## config.mk

```make
export PLATFORM = sky130hd
export DESIGN_NAME = alu_datapath_sequencer
export DESIGN_NICKNAME = d
export VERILOG_FILES = /design/src/rtl/alu_datapath_sequencer.sv
export SDC_FILE = /design/constraint.sdc
export NUM_CORES = 1
export LEC_CHECK = 0
export CAP_MARGIN = 20
export CELL_PAD_IN_SITES_DETAIL_PLACEMENT = 0
export CELL_PAD_IN_SITES_GLOBAL_PLACEMENT = 2
export CORE_MARGIN = 3
export CORE_UTILIZATION = 28
export DETAILED_ROUTE_END_ITERATION = 8
export PLACE_DENSITY_LB_ADDON = 0.1
export SLEW_MARGIN = 10
export SYNTH_ARGS = -nofsm -noshare
export SYNTH_HDL_FRONTEND = slang
export SYNTH_SLANG_ARGS = --single-unit
```

## constraint.sdc

```tcl
create_clock -name clock -period 4.1 [get_ports clock]
set_input_delay 0.82 -clock clock [delete_from_list [all_inputs] [get_ports clock]]
set_output_delay 0.82 -clock clock [all_outputs]
set_load 0.01 [all_outputs]
```

## src/rtl/alu_datapath_sequencer.sv

```systemverilog
// Command-driven control sequencer for the alu_reg_ram datapath.
// Accepts one command at a time, drives regfile/ALU/RAM controls, captures
// the ALU result and returns it over a response handshake.
module alu_datapath_sequencer #(
  parameter int DATA_W      = 64,
  parameter int REG_AW      = 5,
  parameter int SEL_W       = 5,
  parameter int EXEC_CYCLES = 1
) (
  input  logic              clock,
  input  logic              reset,
  input  logic              cmd_valid,
  output logic              cmd_ready,
  input  logic [1:0]        cmd_kind,
  input  logic [REG_AW-1:0] cmd_dst,
  input  logic [REG_AW-1:0] cmd_srcA,
  input  logic [REG_AW-1:0] cmd_srcB,
  input  logic [SEL_W-1:0]  cmd_sel,
  input  logic              cmd_cin,
  input  logic              cmd_muxSel,
  input  logic [DATA_W-1:0] cmd_imm,
  input  logic [DATA_W-1:0] aluOut,
  input  logic              Cout,
  input  logic [3:0]        status,
  output logic              write,
  output logic [REG_AW-1:0] writeReg,
  output logic [DATA_W-1:0] data,
  output logic [REG_AW-1:0] readA,
  output logic [REG_AW-1:0] readB,
  output logic [SEL_W-1:0]  sel,
  output logic              muxSel,
  output logic              cin,
  output logic              writeRam,
  output logic              rsp_valid,
  input  logic              rsp_ready,
  output logic [DATA_W-1:0] rsp_result,
  output logic              rsp_cout,
  output logic [3:0]        rsp_status,
  output logic [15:0]       op_count
);

  // A zero hold time is meaningless; clamp it to one cycle.
  localparam int unsigned EC = (EXEC_CYCLES < 1) ? 1 : EXEC_CYCLES;
  localparam int CW = (EC > 1) ? $clog2(EC) : 1;
  localparam logic [CW-1:0] LAST = CW'(EC - 1);

  typedef enum logic [2:0] {IDLE, LOAD, EXEC, WB, RESP} state_t;

  state_t            state, state_n;
  logic [CW-1:0]     cnt, cnt_n;
  logic [1:0]        kind_q, kind_n;
  logic [REG_AW-1:0] dst_q, dst_n;

  logic              cmd_ready_n, write_n, writeRam_n, rsp_valid_n;
  logic [REG_AW-1:0] writeReg_n, readA_n, readB_n;
  logic [DATA_W-1:0] data_n, rsp_result_n;
  logic [SEL_W-1:0]  sel_n;
  logic              muxSel_n, cin_n, rsp_cout_n;
  logic [3:0]        rsp_status_n;
  logic [15:0]       op_count_n;

  // State register.
  always_ff @(posedge clock or negedge reset) begin
    if (!reset) state <= IDLE;
    else        state <= state_n;
  end

  // Next state plus next value of every registered output. Outputs are
  // computed for the state being entered, so they line up with that state.
  always_comb begin
    state_n      = state;
    cnt_n        = cnt;
    kind_n       = kind_q;
    dst_n        = dst_q;
    cmd_ready_n  = 1'b0;
    write_n      = 1'b0;
    writeRam_n   = 1'b0;
    rsp_valid_n  = 1'b0;
    writeReg_n   = writeReg;
    data_n       = data;
    readA_n      = readA;
    readB_n      = readB;
    sel_n        = sel;
    muxSel_n     = muxSel;
    cin_n        = cin;
    rsp_result_n = rsp_result;
    rsp_cout_n   = rsp_cout;
    rsp_status_n = rsp_status;
    op_count_n   = op_count;
    unique case (state)
      IDLE: begin
        cmd_ready_n = 1'b1;
        if (cmd_valid && cmd_ready) begin
          cmd_ready_n = 1'b0;
          kind_n      = cmd_kind;
          dst_n       = cmd_dst;
          unique case (cmd_kind)
            2'd0: begin
              state_n    = LOAD;
              write_n    = 1'b1;
              writeReg_n = cmd_dst;
              data_n     = cmd_imm;
            end
            2'd1, 2'd2: begin
              state_n    = EXEC;
              cnt_n      = '0;
              readA_n    = cmd_srcA;
              readB_n    = cmd_srcB;
              sel_n      = cmd_sel;
              cin_n      = cmd_cin;
              muxSel_n   = cmd_muxSel;
              writeRam_n = (cmd_kind == 2'd1) && (EC == 1);
            end
            default: op_count_n = op_count + 16'd1;
          endcase
        end
      end
      LOAD: begin
        op_count_n  = op_count + 16'd1;
        cmd_ready_n = 1'b1;
        state_n     = IDLE;
      end
      EXEC: begin
        if (cnt == LAST) begin
          rsp_result_n = aluOut;
          rsp_cout_n   = Cout;
          rsp_status_n = status;
          if (kind_q == 2'd1) begin
            state_n     = RESP;
            rsp_valid_n = 1'b1;
          end else begin
            state_n    = WB;
            write_n    = 1'b1;
            writeReg_n = dst_q;
            data_n     = aluOut;
          end
        end else begin
          cnt_n      = cnt + CW'(1);
          writeRam_n = (kind_q == 2'd1) && ((cnt + CW'(1)) == LAST);
        end
      end
      WB: begin
        state_n     = RESP;
        rsp_valid_n = 1'b1;
      end
      RESP: begin
        if (rsp_ready) begin
          op_count_n  = op_count + 16'd1;
          cmd_ready_n = 1'b1;
          state_n     = IDLE;
        end else begin
          rsp_valid_n = 1'b1;
        end
      end
      default: state_n = IDLE;
    endcase
  end

  // Output and command-field registers; reset aborts any command in flight.
  always_ff @(posedge clock or negedge reset) begin
    if (!reset) begin
      cnt        <= '0;
      kind_q     <= '0;
      dst_q      <= '0;
      cmd_ready  <= 1'b0;
      write      <= 1'b0;
      writeRam   <= 1'b0;
      rsp_valid  <= 1'b0;
      writeReg   <= '0;
      data       <= '0;
      readA      <= '0;
      readB      <= '0;
      sel        <= '0;
      muxSel     <= 1'b0;
      cin        <= 1'b0;
      rsp_result <= '0;
      rsp_cout   <= 1'b0;
      rsp_status <= '0;
      op_count   <= '0;
    end else begin
      cnt        <= cnt_n;
      kind_q     <= kind_n;
      dst_q      <= dst_n;
      cmd_ready  <= cmd_ready_n;
      write      <= write_n;
      writeRam   <= writeRam_n;
      rsp_valid  <= rsp_valid_n;
      writeReg   <= writeReg_n;
      data       <= data_n;
      readA      <= readA_n;
      readB      <= readB_n;
      sel        <= sel_n;
      muxSel     <= muxSel_n;
      cin        <= cin_n;
      rsp_result <= rsp_result_n;
      rsp_cout   <= rsp_cout_n;
      rsp_status <= rsp_status_n;
      op_count   <= op_count_n;
    end
  end

endmodule

```

After elaboration in Yosys (flattened, before gate mapping)
Index checks and enable logic that the tools add are counted.
Word-level totals
  flip-flop bits (word level): 186
  latch bits: 0
  memory bits (writable): 0
  memory bits (read-only): 0
  output and inout bits: 175
  logic and storage cells: 93
  memories: 0
Operators by class
  add/subtract/negate cells: 2
  $mul: 0
  divide/modulo/power cells: 0
  magnitude comparators: 0
  eq/ne operators: 15
  shift-type cells: 0
  mux-type cells: 40
  bitwise gates (word level): 2
  reduce and logical (&&, ||, !) cells: 15
Operator list (count)
  $mux W64: 4
  $pmux W64 S2: 1
  $mux W16: 3
  $pmux W16 S3: 1
  $mux W5: 4
  $add A16 B1 Y16 const B: 1
  $mux W1: 15
  $mux W3: 4
  $pmux W3 S4: 1
  $ne A2 B2 Y1 const B: 5
  $pmux W5 S2: 1
  $reduce_and A4 Y1: 2
  $eq A3 B2 Y1 const B: 2
  $pmux W1 S2: 3
  $pmux W1 S3: 2
  $pmux W3 S2: 1
  $reduce_and A3 Y1: 2
  $reduce_and A5 Y1: 1
  $eq A2 B1 Y1 const B: 2
  $ne A2 B1 Y1 const B: 2
  $reduce_and A2 Y1: 2
  $eq A3 B1 Y1 const B: 1
  $eq A3 B3 Y1 const B: 1
  $logic_not A3 Y1: 1
  10 further kinds: 12

Logic depth before layout (Yosys ltp)
  word-level depth: 5
  depth in mapped cells: 8

Least setup slack after synthesis
OpenSTA, ideal clock, no wires.
  path type: input to register
  start point: in cmd_kind[0]
  end point: reg data[54]
  setup time: 83 ps
  arrival time: 1884 ps
  setup slack: 2133 ps
  cell stages on the path: 8
  buffers on the path: 3
  cells stage by stage: inv_1 -> ha_1 -> a32oi_1 -> buf_4 -> buf_4 -> buf_4 -> nand2_1 -> o21ai_0
On the way
  word-level cells in the longest chain between the ends: 3
RTL lines
  start: declaration: RTL line 14  | input logic [1:0] cmd_kind,
  $logic_not A2 Y1: RTL line 97  | unique case (cmd_kind)
  $ne A2 B1 Y1 (no source line)
  $reduce_and A5 Y1 (no source line)
  end signal: assignment: RTL line 189  | data <= data_n;
  end: declaration: RTL line 27  | output logic [DATA_W-1:0] data,
No other way between the ends.
A chain may end at the register's enable or synchronous reset.

Final worst setup path
  start point: reg state[1]
  end point: reg data[36]
On the way
  word-level cells in the longest chain between the ends: 3
  elaborated cells between the ends (all ways): 9
  classes of those cells: eq/ne (5); mux (1); reduce/logical (3)
RTL lines
  start: declaration: RTL line 49  | state_t state, state_n;
  start signal: assignment: RTL line 65  | else state <= state_n;
  $eq A3 B2 Y1 / $logic_not A3 Y1 (equally long branches): RTL line 90  | unique case (state)
  $ne A2 B2 Y1 (no source line), or another cell as far along
  $reduce_and A5 Y1 (no source line)
Several ways; a longest one is shown, not always the timed one.

==> key figures <==
GRT
  – Vias in the first global route: 6,134
  – Largest net degree at the start of global routing: 140
  – First-pass GRT wire length: 35.53 mm
  – Total congestion overflow: 0
  – Initial antenna violation count: 5
  – Global Route Usage Sum: 15.05%

Drt
  – Final ANT Viol Nets: 0
  – # DRC: 0
  – Routed length on met2: 11.33 mm
  – Drt pass-1 iters: 4
  – DRT met1 WL: 9.250 mm
  – WL per Instance: 17.10 um
  – Total wire length: 22.70 mm
  – Vias per inst: 4.367
  – Vias: 5,795
  – Top sig layer: met5
  – Iteration-0 DRC Markers: 188
  – Met3 routed wirelength: 1.722 mm

Synthesis
  – Synth Area in Simple Gates: 7.925%
  – Async S/R FF share, synth: 100.0%
  – Synthesized cell area: 7784 um2
  – Post-synthesis adder-cell area fraction: 0.6430%
  – EDFF count, synth: 0
  – Largest family of logic cells by synthesized area: multiplexers
  – Post-Synthesis Cells: 617
  – Primary FF master, synth: dfrtp_1
  – Post-synthesis mux area share: 21.31%
  – Seq cells post-synth: 185
  – Syn_area_per_cell: 12.62 um2
  – Syn_nets: 782
  – Ys Warns: 0
  – Largest area contributor in the netlist: dfrtp_1
  – Synth Area in Compound Gates: 5.883%
  – Post-synth cell types: 38
  – Sequential fraction of the synthesis area: 59.48%
  – XOR/XNOR Fraction of Synth Area: 1.688%
  – Synth area leaders: dfrtp_1, mux2_2, mux2i_1, o21ai_0, nand2_1
  – Post-synth top area share: 59.48%

STA
  – RSZ-0062 raised after global routing: false
  – Rel. slew slack: 34.96%
  – Worst Slack Setup Final: 1.778 ns
  – Hold Violations, Final: 0
  – Worst Skew: 0.008038 ns
  – Fin crit period: 2.322 ns
  – Worst-margin pin slew: 0.9757 ns
  – TNS Setup: 0 ns
  – Final setup fails: 0
  – Fin crit share: 56.64%
  – Pins Over Slew Limit: 0
  – FMAX: 430.6 MHz

Floorplan
  – IO Pins: 336
  – # rows: 60
  – Die ar.: 29,840 um2
  – Die Width: 172.7 um
  – Initial Utilization: 28.72%
  – Core area: 27,100 um2
  – Die height: 172.7 um

Critical path
  – CP Launch Type: flip-flop
  – Peak per-stage delay on the critical path: 0.62 ns
  – Crit path DAT: 2.61 ns
  – Crit path cell chain: nor3b_4 > buf_12 > a32oi_4 > buf_12 > nand2_1 > o21ai_0
  – Most used cell, CP: buf_12
  – Critical Path Fanout Max: 139
  – Critical Setup Path Class: flip-flop to flip-flop
  – Worst R2R Setup Slack: 1.78 ns
  – Crit path capture type: flip-flop
  – Worst path required time: 4.39 ns
  – Crit path max-delay cell type: buf_12

Clocking
  – TritonCTS clock tree: done
  – Post-CTS Setup Bufs: 0
  – Worst skew pair latency: 0.42 ns
  – CTS resizes: 0
  – CTS Root Cell: clkbuf_16
  – Clock transition at the registers of the reported paths: 0.08 ns
  – Clock Path Buffers: 2
  – # hold bufs at CTS: 0
  – Num Clock Sinks: 185
  – Num CTS Buffers: 17
  – H-tree level count: 4

Cells and area
  – Non-Filler Instances: 1,327
  – Fin util: 44.47%
  – Final net count: 1,106
  – Reg area: 4629 um2
  – Multi-input logic area: 2940 um2
  – Synthesis-to-layout area growth: 54.83%
  – Layout cells sized above 1: 13.63%
  – Fillers: 2,490

Placed design
  – Placed cell count: 1,294
  – Pre-CTS setup slack: 1.397 ns
  – DPL Wire Length: 16.83 mm
  – Port-buffer cells: 335
  – Gpl congestion: 0.7563

Worst hold path
  – Min-Delay Path Class: flip-flop to flip-flop

Pwr
  – Worst supply voltage drop on vdd: 0.5545 mV
  – Total power: 9211 uW
  – Power Density: 764.3 nW/um2
  – Leak Pwr: 0.005021 uW

Job
  – # Max-Cap Violations: 0

Outcome
  – Status: finished clean
## state kept, by name, indices dropped and copies added, names as in the netlist, 2 cells and up
| name | cells |
|---|---|
| data | 64 |
| readB | 5 |
| sel | 5 |
| dst_q | 5 |
| rsp_result | 64 |
| state | 3 |
| rsp_status | 4 |
| op_count | 16 |
| writeReg | 5 |
| readA | 5 |
| kind_q | 2 |
## layout make-up
type                            count  area share (%)
Sequential cell                   185           38.41
Timing Repair Buffer              340           28.37
Multi-Input combinational cell    393           24.40
Tap cell                          372           3.862
Clock buffer                       20           3.706
Clock inverter                     12           1.100
Inverter                            4          0.1246
Antenna cell                        1         0.02076
## cells in the mapped netlist (2+ instances only)
master    instances
mux2i_1          69
ha_1              4
buf_2            14
mux2_2           86
a211oi_1          3
and3_1            2
xor2_1            9
buf_4            10
inv_1             4
nand2_1          97
nor2_1            7
nor3_1            7
o21ai_0          74
a211o_1           2
dfrtp_1         185
nand4_1           3
nand3_1           6
clkbuf_1          6
xnor2_1           6
buf_6             5
## worst max-delay path: cells and delay by family (launching register included)
| kind | cells | cell delay (ns) |
|---|---|---|
| AO/OA/AOI/OAI | 2 | 0.20 |
| buffers and inverters | 2 | 0.90 |
| flip-flops | 1 | 0.54 |
| AND/OR/NAND/NOR | 2 | 0.41 |
## logic make-up (layout without fill, tap and decap cells)
logic type / after synthesis / in the layout
flops: 185 / 185
mux: 155 / 155
simple gates: 135 / 135
compound gates: 84 / 84
buf+inv: 39 / 376
xor+xnor: 15 / 15
fa+ha+maj: 4 / 4
other cells: 0 / 1
## layout by cell type (no fill, tap or decap), drive strengths merged, types with 4 or more instances in the layout
master / instances
nor3: 9
dfrtp: 185
xnor2: 6
mux2: 86
inv: 11
o21ai: 74
nor2: 7
nand3: 6
mux2i: 69
clkbuf: 21
nand2: 98
ha: 4
buf: 5
clkdlybuf4s50: 334
xor2: 9
## where the power goes
group | switching [uW] | internal, uW | total, uW
Clock | 776 | 879 | 1650
Combinational | 1940 | 2450 | 4390
Sequential | 476 | 2690 | 3160
Total | 3190 | 6020 | 9210
## path summary, 6_finish.rpt
path / cells after the start / startpoint / endpoint
max: 6 / state[1] / data[36]
min: 1 / op_count[15] / op_count[15]
max reg2reg: 6 / state[1] / data[36]
min reg2reg: 1 / op_count[15] / op_count[15]
max in group asynchronous: 2 / reset / kind_q[1]
min in group asynchronous: 1 / reset / rsp_result[46]
## per-stage QoR
| step | hold slack (ns) | instance area (um2) |
|---|---|---|
| 3_3_place_gp | 0.4595 | 11470 |
| 2_1_floorplan | 0.4454 | 7784 |
| 3_5_place_dp | 0.4624 | 11470 |
| 5_1_grt | 0.4993 | 12050 |
| 4_1_cts | 0.4788 | 12050 |
| 6_report | 0.4746 | 12050 |
## routing by layer
| metal | up-vias | global-route usage, % |
|---|---|---|
| met1 | 2776 | 17.42 |
| met2 | 199 | 26.16 |
| li1 | 2786 | - |
| met4 | 8 | 4.324 |
| met5 | - | 0 |
| met3 | 26 | 5.599 |
No activity file was read; power rests on OpenSTA's default activity.
